## src/rtl/serial_mult_pkg.sv

```systemverilog
// Shared definitions for the serial shift-add multiplier controller.
// State encodings are plain constants so older flows can consume them unchanged.
package serial_mult_pkg;

    localparam int unsigned CNT_W = 4;
    localparam int unsigned N_MIN = 2;

    typedef logic [2:0] state_t;

    localparam state_t ST_IDLE = 3'd0;
    localparam state_t ST_LOAD = 3'd1;
    localparam state_t ST_RUN  = 3'd2;
    localparam state_t ST_LAST = 3'd3;
    localparam state_t ST_DONE = 3'd4;

endpackage

```

## src/rtl/serial_mult_fsm.sv

```systemverilog
// Sequencer for the serial multiplier: state, watchdog and the counter handshake.
// All outputs except the accept strobe are registered or decoded from state.
module serial_mult_fsm
    import serial_mult_pkg::*;
#(
    parameter int unsigned WIDTH = 8
) (
    input  logic             clk_i,
    input  logic             rst_ni,
    input  logic             start_i,
    input  logic [CNT_W-1:0] n_i,
    input  logic             n_equal_i,
    output logic             accept_o,
    output logic             clear_o,
    output logic             iterate_o,
    output logic             init_count_o,
    output logic             en_count_o,
    output logic             busy_o,
    output logic             done_o,
    output logic             err_o
);

    state_t           state_q, state_d;
    logic [CNT_W-1:0] wd_q, wd_d;
    logic             err_q, err_d;
    logic [31:0]      n_ext;
    logic             n_legal;

    assign n_ext   = 32'(n_i);
    assign n_legal = (n_ext >= N_MIN) && (n_ext <= WIDTH);

    always_comb begin
        state_d = state_q;
        wd_d    = '0;
        err_d   = 1'b0;
        case (state_q)
            ST_IDLE: begin
                if (start_i) begin
                    if (n_legal) begin
                        state_d = ST_LOAD;
                    end else begin
                        err_d = 1'b1;
                    end
                end
            end
            ST_LOAD: state_d = ST_RUN;
            ST_RUN: begin
                wd_d = wd_q + 1'b1;
                // Watchdog: sixteen RUN cycles without nEqual means the counter has wrapped.
                if (n_equal_i || (wd_q == '1)) begin
                    state_d = ST_LAST;
                end
            end
            ST_LAST: state_d = ST_DONE;
            ST_DONE: state_d = ST_IDLE;
            default: state_d = ST_IDLE;
        endcase
    end

    always_ff @(posedge clk_i or negedge rst_ni) begin
        if (!rst_ni) begin
            state_q <= ST_IDLE;
            wd_q    <= '0;
            err_q   <= 1'b0;
        end else begin
            state_q <= state_d;
            wd_q    <= wd_d;
            err_q   <= err_d;
        end
    end

    always_comb begin
        accept_o     = (state_q == ST_IDLE) && start_i && n_legal;
        clear_o      = (state_q == ST_LOAD);
        iterate_o    = (state_q == ST_RUN) || (state_q == ST_LAST);
        init_count_o = (state_q == ST_LOAD);
        en_count_o   = (state_q == ST_RUN);
        busy_o       = (state_q == ST_LOAD) || (state_q == ST_RUN) || (state_q == ST_LAST);
        done_o       = (state_q == ST_DONE);
        err_o        = err_q;
    end

endmodule

```

## src/rtl/serial_mult_ctrl.sv

```systemverilog
// Serial shift-add multiplier: operand/product datapath around the sequencer.
// Drives an external iteration counter and uses its nEqual flag to end the run.
module serial_mult_ctrl
    import serial_mult_pkg::*;
#(
    parameter int unsigned WIDTH = 8
) (
    input  logic                 clk,
    input  logic                 rst,
    input  logic                 start,
    input  logic [WIDTH-1:0]     a,
    input  logic [WIDTH-1:0]     b,
    input  logic [CNT_W-1:0]     nIn,
    input  logic                 nEqual,
    output logic                 initCount,
    output logic                 enCount,
    output logic [CNT_W-1:0]     NregOut,
    output logic                 busy,
    output logic                 done,
    output logic                 err,
    output logic [2*WIDTH-1:0]   product
);

    logic                 accept;
    logic                 clear;
    logic                 iterate;
    logic [WIDTH-1:0]     mask;
    logic [2*WIDTH-1:0]   mcand_q, mcand_d;
    logic [WIDTH-1:0]     mplier_q, mplier_d;
    logic [CNT_W-1:0]     n_q, n_d;
    logic [2*WIDTH-1:0]   product_q, product_d;

    serial_mult_fsm #(
        .WIDTH (WIDTH)
    ) u_fsm (
        .clk_i        (clk),
        .rst_ni       (rst),
        .start_i      (start),
        .n_i          (nIn),
        .n_equal_i    (nEqual),
        .accept_o     (accept),
        .clear_o      (clear),
        .iterate_o    (iterate),
        .init_count_o (initCount),
        .en_count_o   (enCount),
        .busy_o       (busy),
        .done_o       (done),
        .err_o        (err)
    );

    // Keep only the low N operand bits.
    always_comb begin
        mask = '0;
        for (int i = 0; i < int'(WIDTH); i++) begin
            mask[i] = (i < int'(nIn));
        end
    end

    always_comb begin
        mcand_d   = mcand_q;
        mplier_d  = mplier_q;
        n_d       = n_q;
        product_d = product_q;
        if (accept) begin
            mcand_d  = {{WIDTH{1'b0}}, a & mask};
            mplier_d = b & mask;
            n_d      = nIn;
        end else if (iterate) begin
            if (mplier_q[0]) begin
                product_d = product_q + mcand_q;
            end
            mcand_d  = mcand_q << 1;
            mplier_d = mplier_q >> 1;
        end
        if (clear) begin
            product_d = '0;
        end
    end

    always_ff @(posedge clk or negedge rst) begin
        if (!rst) begin
            mcand_q   <= '0;
            mplier_q  <= '0;
            n_q       <= '0;
            product_q <= '0;
        end else begin
            mcand_q   <= mcand_d;
            mplier_q  <= mplier_d;
            n_q       <= n_d;
            product_q <= product_d;
        end
    end

    assign NregOut = n_q;
    assign product = product_q;

endmodule

```

## config.mk

```make
export PLATFORM = sky130hd
export DESIGN_NAME = serial_mult_ctrl
export DESIGN_NICKNAME = d
export VERILOG_FILES = /design/src/rtl/serial_mult_pkg.sv /design/src/rtl/serial_mult_fsm.sv /design/src/rtl/serial_mult_ctrl.sv
export SDC_FILE = /design/constraint.sdc
export NUM_CORES = 1
export LEC_CHECK = 0
export ABC_CLOCK_PERIOD_IN_PS = 2700
export CAP_MARGIN = 25
export CORE_UTILIZATION = 60
export CTS_CLUSTER_DIAMETER = 100
export DETAILED_ROUTE_END_ITERATION = 6
export DONT_BUFFER_PORTS = 1
export MAX_ROUTING_LAYER = met4
export PLACE_DENSITY = 0.75
export SLEW_MARGIN = 20
export SYNTH_ARGS = -nofsm -noshare
export SYNTH_HDL_FRONTEND = slang
export SYNTH_SLANG_ARGS = --single-unit
```

## constraint.sdc

```tcl
create_clock -name clk -period 2.7 [get_ports clk]
set_clock_uncertainty 0.05 [all_clocks]
set_input_delay 0.135 -clock clk [delete_from_list [all_inputs] [get_ports clk]]
set_output_delay 0.135 -clock clk [all_outputs]
set_load 0.02 [all_outputs]
```

# Word level (Yosys, flattened, before mapping)

Index checks and enable logic that the tools add are counted.

Equality and inequality tests: 9
Reductions and logical operators: 13
Bitwise logic cells: 2
Mux-type cells: 16
$add $sub $neg: 2
$lt $le $gt $ge: 10

Operator list:

| kind                                                              | number |
|---|---|
| two-way mux 16 bit                                                | 6 |
| adder 16 bit                                                      | 1 |
| AND 8 bit                                                         | 2 |
| less-than comparator 3 x 4 -> 1 bit, first input constant         | 4 |
| two-way mux 8 bit                                                 | 2 |
| one-hot mux 3 bit (4 select lines)                                | 1 |
| two-way mux 3 bit                                                 | 3 |
| less-than comparator 1 x 4 -> 1 bit, first input constant         | 2 |
| less-than comparator 2 x 4 -> 1 bit, first input constant         | 2 |
| == test 3 x 2 -> 1 bit, second input constant                     | 2 |
| AND reduction 3 bit                                               | 2 |
| nonzero test 2 bit                                                | 3 |
| adder 4 x 1 -> 4 bit, second input constant                       | 1 |
| == test 4 bit, second input constant                              | 1 |
| greater-or-equal comparator 4 x 2 -> 1 bit, second input constant | 1 |
| <= comparator 4 bit, second input constant                        | 1 |
| logical OR 1 bit                                                  | 4 |
| two-way mux 4 bit                                                 | 1 |
| != test 2 x 1 -> 1 bit, second input constant                     | 2 |
| != test 2 bit, second input constant                              | 2 |
| == test 3 x 1 -> 1 bit, second input constant                     | 1 |
| == test 3 bit, second input constant                              | 1 |
| logical AND 1 bit                                                 | 3 |
| zero test 3 bit                                                   | 1 |
| two-way mux 1 bit                                                 | 3 |

Bits in registers: 52
Output and inout bits: 25
Input port bits: 24

# Depth between registers and ports, before layout

Gate-level depths: netlist of run 1.

Depth after elaboration: 5
Depth in mapped cells: 8
Mapped depth without buffers: 8

# By module

Synthesis of run 1 repeated with hierarchy kept, for this count alone.

Cell total of the unflattened synthesis: 314
Area total of the unflattened synthesis: 3,014.1 sq um

Modules (own cells, without submodules):

| module           | area each (sq um) | cells an instance | seq. area each (sq um) | instances |
|---|---|---|---|---|
| serial_mult_ctrl | 2,640.0           | 279               | 1,101.1                | 1 |
| serial_mult_fsm  | 374.1             | 35                | 200.2                  | 1 |

# Least setup slack after synthesis of run 1

No wires, ideal clock.

Kind: register to register
From: reg product_q[0], in the netlist product[0]
To: reg product_q[14], in the netlist product[14]
Clock period less this slack: 2.494 ns
Path buffers: 0
Arrival time: 2.315 ns
Setup time: 0.129 ns
Setup slack: 0.206 ns
Cell stages (with the launch flop): 9
Path through: dfrtp_1 ha_1 fa_1 a21o_1 a221oi_2 a311oi_2 a311oi_2 xor2_1 o21ai_1

Cells in the longest elaborated chain, start to end: 5

RTL lines:

| what                   | RTL line               | RTL |
|---|---|---|
| start, declared        | serial_mult_ctrl.sv:31 | `logic [2*WIDTH-1:0] product_q, product_d;` |
| start signal, assigned | serial_mult_ctrl.sv:90 | `product_q <= product_d;` |
| adder 16 bit           | serial_mult_ctrl.sv:70 | `product_d = product_q + mcand_q;` |
| two-way mux 16 bit     | serial_mult_ctrl.sv:69 | `if (mplier_q[0]) begin` |
| two-way mux 16 bit     | serial_mult_ctrl.sv:68 | `end else if (iterate) begin` |
| two-way mux 16 bit     | serial_mult_ctrl.sv:64 | `if (accept) begin` |
| two-way mux 16 bit     | serial_mult_ctrl.sv:75 | `if (clear) begin` |

Every way passes these cells. The select of a mux whose other input is x is not followed.
A chain may end at the register's enable or synchronous reset.

# Worst setup path after layout of run 1

Ends and elaborated chain as after synthesis.

==> flow_summary.json, run 1 <==
{
  "synthCells": 296,
  "slew_headroom_pct": 51.0,
  "drc_errors": 3,
  "track_usage_pct": 26.3,
  "start_kind": "register",
  "reg2reg_to": "product[14]$_DFFE_PN0P_",
  "synth_top_family_by_area": "compound AO/OA/AOI/OAI gates",
  "cts.clk_slew.worst_paths_ns": 0.09,
  "tritoncts": "built",
  "synth_compound_area_share_pct": 18.0,
  "max_freq_ghz": 0.399,
  "wl_per_cell_um": 16.3,
  "place_congestion": 0.820,
  "rsz0062_at_grt": "false",
  "fp.dieH_um": 71.0,
  "status": "finished, violations left",
  "muxShareOfSynthArea_pct": 6.52,
  "min_period_over_period_pct": 92.7,
  "viasPerCell": 6.07,
  "numCtsBuffers": 5,
  "critPathKind": "register to register",
  "r2r-start": "product[0]$_DFFE_PN0P_",
  "synthAdderAreaFrac_pct": 7.71,
  "fin_crit_ns": 2.50,
  "insertedDiodeCount": 0,
  "min_path_cells": 3,
  "p_per_area_nw_per_um2": 1050,
  "pin_count": 49,
  "finalSetupTns_ns": 0,
  "area_growth_pct": 13.9,
  "drv_slew": 0,
  "cap_violations": 0,
  "yosysWarnings": 0,
  "yosys.area_share.simple_pct": 14.6,
  "clock-sinks": 52,
  "grt_start_max_net_pins": 53,
  "end_kind": "register",
  "async_flop_share_pct": 100,
  "nNetsFinal": 354,
  "leakagePower_nw": 1.50,
  "portBuffers": 0,
  "post-cts-setup-buffer-count": 0,
  "synth_top_area_share_pct": 45.5,
  "synth_edf_count": 0,
  "ys_ff_latch": 52,
  "peakVddDrop_mv": 0.537,
  "cp-startpoint": "product[0]$_DFFE_PN0P_",
  "hold_class": "input port to register",
  "synth_top_cell_by_area": "dfrtp_1",
  "overflow": 0,
  "avgSynthCellArea_um2": 9.65,
  "reg2regPathDepth": 8,
  "row_count": 24,
  "critPathMaxFanout": 3,
  "final_common_cell": "dfrtp_1",
  "drive_gt1_share_pct": 7.32,
  "hold_end": "u_fsm.state_q[0]$_DFFE_PN0P_",
  "reg2reg_setup_slack_ns": 0.20,
  "synthFlopType": "dfrtp_1",
  "ys_types": 43,
  "setup_slack_ns": 0.197,
  "setup_viol": 0,
  "grt_pass1_vias": 2156,
  "yosys-top-cells-area": "dfrtp_1, ha_1, nand2_1",
  "cp.arrival_ns": 2.64,
  "synth_area_um2": 2860,
  "htree_levels": 2,
  "antenna_found_initial": 0,
  "holdCritStartpoint": "start",
  "cts.path.max_buffers": 2,
  "syn-num-nets": 337,
  "grt_pass1_wl_mm": 10.0,
  "detail_route.iter0.violations": 117,
  "place_hpwl_mm": 4.08,
  "post-place-ws_ns": 0.172,
  "mostFrequentLayoutCells": "dfrtp_1, nand2_1, o21ai_0",
  "core_area_um2": 4470,
  "clock_latency_ns": 0.30,
  "synth_xor_area_share_pct": 4.60,
  "cp.required_ns": 2.84,
  "clockRootBuffer": "clkbuf_8",
  "drt_first_pass_iters": 6,
  "ys_seq_area_share_pct": 45.5,
  "finalHoldViolCount": 0,
  "dieWidth_um": 71.0,
  "initial_core_util_pct": 63.9,
  "vias": 2223,
  "dieArea_um2": 5040,
  "antenna_left": 0,
  "wirelength_mm": 5.95,
  "violations": "design-rule violations",
  "worst_pin_slew_ns": 0.735
}
## state kept, by name, summed over array words and instances (netlist names)
name and flops:
u_fsm.state_q 3, u_fsm.wd_q 4, product 16, mcand_q 16
u_fsm.err_o 1, mplier_q 8, NregOut 4
## synthesized netlist by cell type, types with 4 or more instances
| cell | count |
|---|---|
| nand3_1 | 9 |
| ha_1 | 16 |
| o21ai_0 | 31 |
| a21oi_1 | 18 |
| nor2_1 | 14 |
| xnor2_1 | 7 |
| mux2_2 | 5 |
| nand2b_1 | 4 |
| dfrtp_1 | 52 |
| a21o_1 | 6 |
| nand2_1 | 51 |
| mux2i_1 | 13 |
| clkbuf_1 | 10 |
| xor2_1 | 8 |
## power breakdown
part           leakage [nW]  total [mW]  switching [mW]  internal [mW]
clock network        0.0552       0.528           0.253          0.275
registers             0.689        1.48           0.410           1.07
logic                 0.754        1.42           0.825          0.590
total                  1.50        3.42            1.49           1.93
## how the worst max path moves through the flow
stage | end | slack [ns]
final | product[14]$_DFFE_PN0P_ | 0.20
after global routing | product[13]$_DFFE_PN0P_ | 0.02
after CTS | product[14]$_DFFE_PN0P_ | 0.13
after detailed placement | product[14]$_DFFE_PN0P_ | 0.17
after global placement | product[14]$_DFFE_PN0P_ | 0.21
after floorplan | product[14]$_DFFE_PN0P_ | 0.21
## logic make-up (layout without fill, tap and decap cells)
family                     after synthesis  after routing
DFF                                     52             52
muxes                                   18             18
buffers and inverters                   19             37
AOI/OAI and AO/OA                       81             81
xor gates and xnor gates                15             15
adders and majority gates               17             17
and+or+nand+nor                         94             94
## critical path, cell delays in order (launching register included)
cell and delay, ns:
dfrtp_1 0.40, ha_1 0.24, fa_1 0.41, a21o_1 0.24
a221oi_4 0.29, a311oi_2 0.20, a311oi_2 0.31, xor2_1 0.17
o21ai_1 0.07
## timing repair
item                                   CTS  global route
setup endpoints to repair                0             1
hold buffers                            23             0
gates resized for setup                  0             1
endpoints found under the hold margin   73             0
## final cells by class
type                            instances  area (um^2)
Timing Repair Buffer                   26          283
Fill cell                             329         1220
Sequential cell                        52         1300
Tap cell                               52         65.1
Clock buffer                            6         72.6
Inverter                                3         11.3
Clock inverter                          2         35.0
Multi-Input combinational cell        225         1490
## through the flow
step	power (mW)	cells	hold slack [ns]	util (%)	area [um^2]
6_report	3.42	366	0.00758	72.7	3250
3_5_place_dp	2.83	335	-0.209	64.5	2890
2_1_floorplan	2.54	296	-0.211	-	2860
5_1_grt	3.67	366	0.0305	72.7	3250
4_1_cts	3.41	366	0.00372	72.5	3240
3_3_place_gp	2.79	335	-0.209	64.5	2890
## routing by layer
metal  up-vias  part of all wire [%]  global-route usage [%]
met5         -                     0                       -
met3        10                   3.9                    5.27
met4         0                   1.2                    7.78
met1      1074                    47                    35.2
met2        53                    48                    41.0
li1       1086                     -                       -
Note: power is estimated with default switching activity, not from simulation.
==> inputs of run 2 (changes only) <==
--- a/config.mk
+++ b/config.mk
@@ -5,7 +5,7 @@
 export SDC_FILE = /design/constraint.sdc
 export NUM_CORES = 1
 export LEC_CHECK = 0
-export ABC_CLOCK_PERIOD_IN_PS = 2700
+export ABC_CLOCK_PERIOD_IN_PS = 3100
 export CAP_MARGIN = 25
 export CORE_UTILIZATION = 60
 export CTS_CLUSTER_DIAMETER = 100
==> constraint.sdc (replaced) <==
create_clock -name clk -period 3.1 [get_ports clk]
set_clock_uncertainty 0.05 [all_clocks]
set_input_delay 0.155 -clock clk [delete_from_list [all_inputs] [get_ports clk]]
set_output_delay 0.155 -clock clk [all_outputs]
set_load 0.02 [all_outputs]
==> run 2 against run 1 <==
Net effect: critical endpoint unchanged; largest power group unchanged; worst setup slack gained 0.23 ns; the flow still finishes with violations (design-rule violations); power fell by 16%; hold slack improved by 0.0083 ns; critical path depth unchanged; via count shrank 1.2%; highest routed layer unchanged; cell count fell by 0.55%; utilization down 1.1 points; die area did not move; critical path type unchanged; register-to-register slack improved by 0.23 ns.
==> flow_summary.json, run 2 (synthesis results as in run 1) <==
{
  "wl_per_cell_um": 16.2,
  "drive_gt1_share_pct": 7.37,
  "drv_slew": 0,
  "dieArea_um2": 5040,
  "dieWidth_um": 71.0,
  "worst_pin_slew_ns": 0.744,
  "initial_core_util_pct": 63.9,
  "end_kind": "register",
  "finalHoldViolCount": 0,
  "grt_start_max_net_pins": 53,
  "slew_headroom_pct": 50.4,
  "cp.required_ns": 3.23,
  "holdCritStartpoint": "nIn[2]",
  "clockRootBuffer": "clkbuf_8",
  "row_count": 24,
  "grt_pass1_wl_mm": 10.2,
  "final_area_um2": 3200,
  "nNetsFinal": 352,
  "peakVddDrop_mv": 0.516,
  "cts_resized": 0,
  "overflow": 0,
  "grt_pass1_vias": 2192,
  "mostFrequentLayoutCells": "dfrtp_1, nand2_1, o21ai_0",
  "holdWs_ns": 0.0159,
  "start_kind": "register",
  "cp.arrival_ns": 2.81,
  "numCtsBuffers": 5,
  "area_growth_pct": 12.1,
  "status": "finished, violations left",
  "antenna_left": 0,
  "critPathKind": "register to register",
  "place_congestion": 0.873,
  "rsz0062_at_grt": "false",
  "viasPerCell": 6.03,
  "placed_area_um2": 2870,
  "core_area_um2": 4470,
  "min_path_cells": 2,
  "r2r-start": "product[0]$_DFFE_PN0P_",
  "hold_class": "input port to register",
  "crit_top_cell": "a311oi_2",
  "hold_end": "mcand_q[3]$_DFFE_PN0P_",
  "crit_cells": 8,
  "insertedDiodeCount": 0,
  "critPathSlowestCell": "dfrtp_1",
  "drt_first_pass_iters": 7,
  "place_hpwl_mm": 4.12,
  "pin_count": 49,
  "reg2reg_to": "product[14]$_DFFE_PN0P_",
  "drc_errors": 3,
  "cpPeakStageDelay_ns": 0.48,
  "finalSetupTns_ns": 0,
  "fp.dieH_um": 71.0,
  "path_cells": "ha_1 -> fa_1 -> a21o_1 -> a221oi_2 -> a311oi_2 -> a311oi_2 -> xor2_1 -> o21ai_1",
  "tritoncts": "built",
  "cts.path.max_buffers": 2,
  "crit_family": "compound AO/OA/AOI/OAI gates",
  "htree_levels": 2,
  "clock-sinks": 52,
  "cap_violations": 0,
  "final_common_cell": "dfrtp_1",
  "critPathMaxFanout": 3,
  "vias": 2196,
  "wirelength_mm": 5.89,
  "min_period_over_period_pct": 86.2,
  "portBuffers": 0,
  "fin_crit_ns": 2.67,
  "reg2reg_setup_slack_ns": 0.43,
  "reg2regPathDepth": 8,
  "antenna_found_initial": 0,
  "clock_latency_ns": 0.30,
  "violations": "design-rule violations",
  "cp_num_buf_inv": 0,
  "cts.clk_slew.worst_paths_ns": 0.09,
  "leakagePower_nw": 1.47,
  "setup_viol": 0,
  "total_power_mw": 2.89,
  "max_freq_ghz": 0.374,
  "p_per_area_nw_per_um2": 902,
  "detail_route.iter0.violations": 149,
  "track_usage_pct": 26.7
}
[run 2: cell types whose count changed in the layout (fill, tap and decap cells not counted), sizes merged]
cell         delta
buf             -1
bufinv          -1
clkinv          -1
clkinvlp        +2
dlygate4sd3     -1
[run 2: per-layer routing]
layer	GRT usage (%)	part of all wire [%]
met5	-	0
met4	6.00	0.75
met3	5.70	3.4
met2	43.3	48
met1	34.7	47
[run 2: through the flow]
step	utilization (%)	setup slack, ns	std cells
floorplan	-	0.606	296
global placement	64.1	0.486	334
detailed placement	64.1	0.442	334
CTS	71.6	0.412	364
global route	71.6	0.244	364
finish	71.6	0.427	364
[run 2: how the worst max path moves through the flow]
stage	endpoint	start	slack [ns]
floorplan	product[14]$_DFFE_PN0P_	product[0]$_DFFE_PN0P_	0.61
global placement	product[14]$_DFFE_PN0P_	product[0]$_DFFE_PN0P_	0.49
detailed placement	product[14]$_DFFE_PN0P_	product[0]$_DFFE_PN0P_	0.44
CTS	product[14]$_DFFE_PN0P_	product[0]$_DFFE_PN0P_	0.41
global route	product[14]$_DFFE_PN0P_	product[0]$_DFFE_PN0P_	0.24
finish	product[14]$_DFFE_PN0P_	product[0]$_DFFE_PN0P_	0.43
[run 2: cell type report]
cell class                 count  area (um^2)
timing repair buffer          24          253
sequential                    52         1300
multi-input combinational    225         1480
fill                         352         1270
clock buffer                   6         82.6
tap                           52         65.1
inverter                       3         11.3
clock inverter                 2         15.0
[run 2: report_power, final]
part	switching, mW	leakage (nW)	internal [mW]
Clock	0.223	0.0434	0.181
Sequential	0.369	0.689	0.928
Combinational	0.694	0.739	0.494
[run 2: what timing repair did]
action,in CTS,in global routing
hold endpoints to repair,72,0
buffers inserted,0,0
setup endpoints to repair,0,0
hold buffers,22,0
==> inputs of run 3 (changes only) <==
--- a/config.mk
+++ b/config.mk
@@ -7,12 +7,14 @@
 export LEC_CHECK = 0
 export ABC_CLOCK_PERIOD_IN_PS = 3100
 export CAP_MARGIN = 25
-export CORE_UTILIZATION = 60
+export CELL_PAD_IN_SITES_DETAIL_PLACEMENT = 0
+export CELL_PAD_IN_SITES_GLOBAL_PLACEMENT = 1
+export CORE_UTILIZATION = 52
 export CTS_CLUSTER_DIAMETER = 100
 export DETAILED_ROUTE_END_ITERATION = 6
 export DONT_BUFFER_PORTS = 1
 export MAX_ROUTING_LAYER = met4
-export PLACE_DENSITY = 0.75
+export PLACE_DENSITY = 0.83
 export SLEW_MARGIN = 20
 export SYNTH_ARGS = -nofsm -noshare
 export SYNTH_HDL_FRONTEND = slang
==> run 3 against run 2 <==
Net effect: the run now ends clean; power is 3.4% higher; die area is 15% higher; sequential share of layout area is 0.88 points lower; register-to-register slack worse by 0.04 ns; clock power is 24% higher; hold slack better by 0.018 ns; design area is 2.2% higher; largest cell class unchanged.
==> flow_summary.json, run 3 (synthesis results as in run 1) <==
{
  "drc_errors": 0,
  "viasPerCell": 5.81,
  "cp_num_buf_inv": 0,
  "clock_latency_ns": 0.31,
  "drt_first_pass_iters": 4,
  "tritoncts": "built",
  "final_area_um2": 3270,
  "hold_class": "input port to register",
  "cts.clk_slew.worst_paths_ns": 0.10,
  "min_period_over_period_pct": 87.4,
  "max_freq_ghz": 0.369,
  "pin_count": 49,
  "final_common_cell": "dfrtp_1",
  "area_growth_pct": 14.6,
  "htree_levels": 2,
  "critPathSlowestCell": "dfrtp_1",
  "grt_pass1_vias": 2230,
  "cp-startpoint": "product[0]$_DFFE_PN0P_",
  "wirelength_mm": 6.20,
  "grt_pass1_wl_mm": 10.5,
  "multi_input_area_um2": 1480,
  "p_per_area_nw_per_um2": 913,
  "finalSetupTns_ns": 0,
  "crit_top_cell": "a311oi_2",
  "worst_pin_slew_ns": 0.710,
  "peakVddDrop_mv": 0.523,
  "fill_cells": 439,
  "numCtsBuffers": 5,
  "cts_resized": 0,
  "dieWidth_um": 76.1,
  "row_count": 26,
  "drive_gt1_share_pct": 7.94,
  "antenna_left": 0,
  "portBuffers": 0,
  "detail_route.iter0.violations": 78,
  "seq_area_um2": 1300,
  "critPathMaxFanout": 3,
  "clock-sinks": 52,
  "leakagePower_nw": 1.50,
  "cap_violations": 0,
  "finalHoldViolCount": 0,
  "start_kind": "register",
  "cpPeakStageDelay_ns": 0.48,
  "clockRootBuffer": "clkbuf_8",
  "r2r-start": "product[0]$_DFFE_PN0P_",
  "end_kind": "register",
  "holdWs_ns": 0.0340,
  "wl_per_cell_um": 16.1,
  "status": "finished, final reports clean",
  "stdcell_count": 385,
  "grt_start_max_net_pins": 53,
  "dieArea_um2": 5800,
  "slew_headroom_pct": 52.7,
  "overflow": 0,
  "fp.dieH_um": 76.1,
  "fin_crit_ns": 2.71,
  "critPathKind": "register to register",
  "crit_family": "compound AO/OA/AOI/OAI gates",
  "track_usage_pct": 23.4,
  "cp.required_ns": 3.24,
  "nNetsFinal": 355,
  "mostFrequentLayoutCells": "dfrtp_1, nand2_1, o21ai_0",
  "drv_slew": 0,
  "dp_cells": 354,
  "core_area_um2": 5200,
  "rsz0062_at_grt": "false",
  "placed_area_um2": 2910,
  "insertedDiodeCount": 0,
  "post-cts-setup-buffer-count": 0,
  "antenna_found_initial": 0,
  "path_cells": "ha_1 -> fa_1 -> a21o_1 -> a221oi_2 -> a311oi_2 -> a311oi_2 -> xor2_1 -> o21ai_1",
  "place_hpwl_mm": 4.24,
  "holdCritStartpoint": "start",
  "cp.arrival_ns": 2.85,
  "setup_viol": 0,
  "place_congestion": 0.856,
  "cts.path.max_buffers": 2,
  "initial_core_util_pct": 54.9,
  "vias": 2238
}
run 3: cell types whose count changed in the layout (fill, tap and decap cells not counted), sizes merged:
| cell | change |
|---|---|
| buf | +2 |
| dlygate4sd3 | +1 |
| clkinv | +1 |
| bufinv | +1 |
| clkinvlp | -2 |
run 3: power breakdown:
group | total (mW) | switching, mW | internal (mW) | leakage [nW]
Sequential | 1.30 | 0.373 | 0.928 | 0.689
Combinational | 1.19 | 0.689 | 0.500 | 0.754
Clock | 0.499 | 0.234 | 0.264 | 0.0614
Total | 2.99 | 1.30 | 1.69 | 1.50
run 3: repair_timing:
action                     4_1_cts  5_1_grt
hold buffers                    23        0
setup endpoints to repair        0        0
hold endpoints to repair        73        0
run 3: worst register-to-register path, delay by kind of cell, from the launching register on:
kind,cells,cell delay (ns)
xor+xnor,1,0.17
flops,1,0.48
fa+ha+maj,2,0.70
compound gates,5,1.21
run 3: layer usage:
metal  GRT usage [%]  part of all wire (%)
met5               -                     0
met4            7.12                   1.0
met3            4.91                   4.1
met2            38.5                    48
met1            29.0                    47
run 3: area by class of cell:
| type | count | area share, % |
|---|---|---|
| clock buffers | 6 | 2.52 |
| clock inverters | 2 | 1.18 |
| inverters | 3 | 0.344 |
| multi-input cells | 225 | 45.1 |
| flip-flops and latches | 52 | 39.7 |
| well taps | 70 | 2.67 |
| repair buffers | 27 | 8.48 |
run 3: final timing paths:
check / to / slack (ns) / cells after the start
hold reg to reg: u_fsm.wd_q[0]$_DFF_PN0_ / 0.42 / 1
setup reg to reg: product[14]$_DFFE_PN0P_ / 0.39 / 8
setup / recovery: product[14]$_DFFE_PN0P_ / 0.39 / 8
min in group asynchronous: mcand_q[9]$_DFFE_PN0P_ / 0.32 / 2
max in group asynchronous: mcand_q[12]$_DFFE_PN0P_ / 2.44 / 2
hold / removal: u_fsm.state_q[0]$_DFFE_PN0P_ / 0.03 / 3
run 3: metrics by stage:
stage / power (mW) / setup slack, ns / util [%]
2_1_floorplan: 2.21 / 0.606 / -
3_3_place_gp: 2.44 / 0.449 / 55.8
3_5_place_dp: 2.46 / 0.422 / 55.8
4_1_cts: 3.00 / 0.391 / 62.9
5_1_grt: 3.20 / 0.250 / 62.9
6_report: 2.99 / 0.391 / 62.9
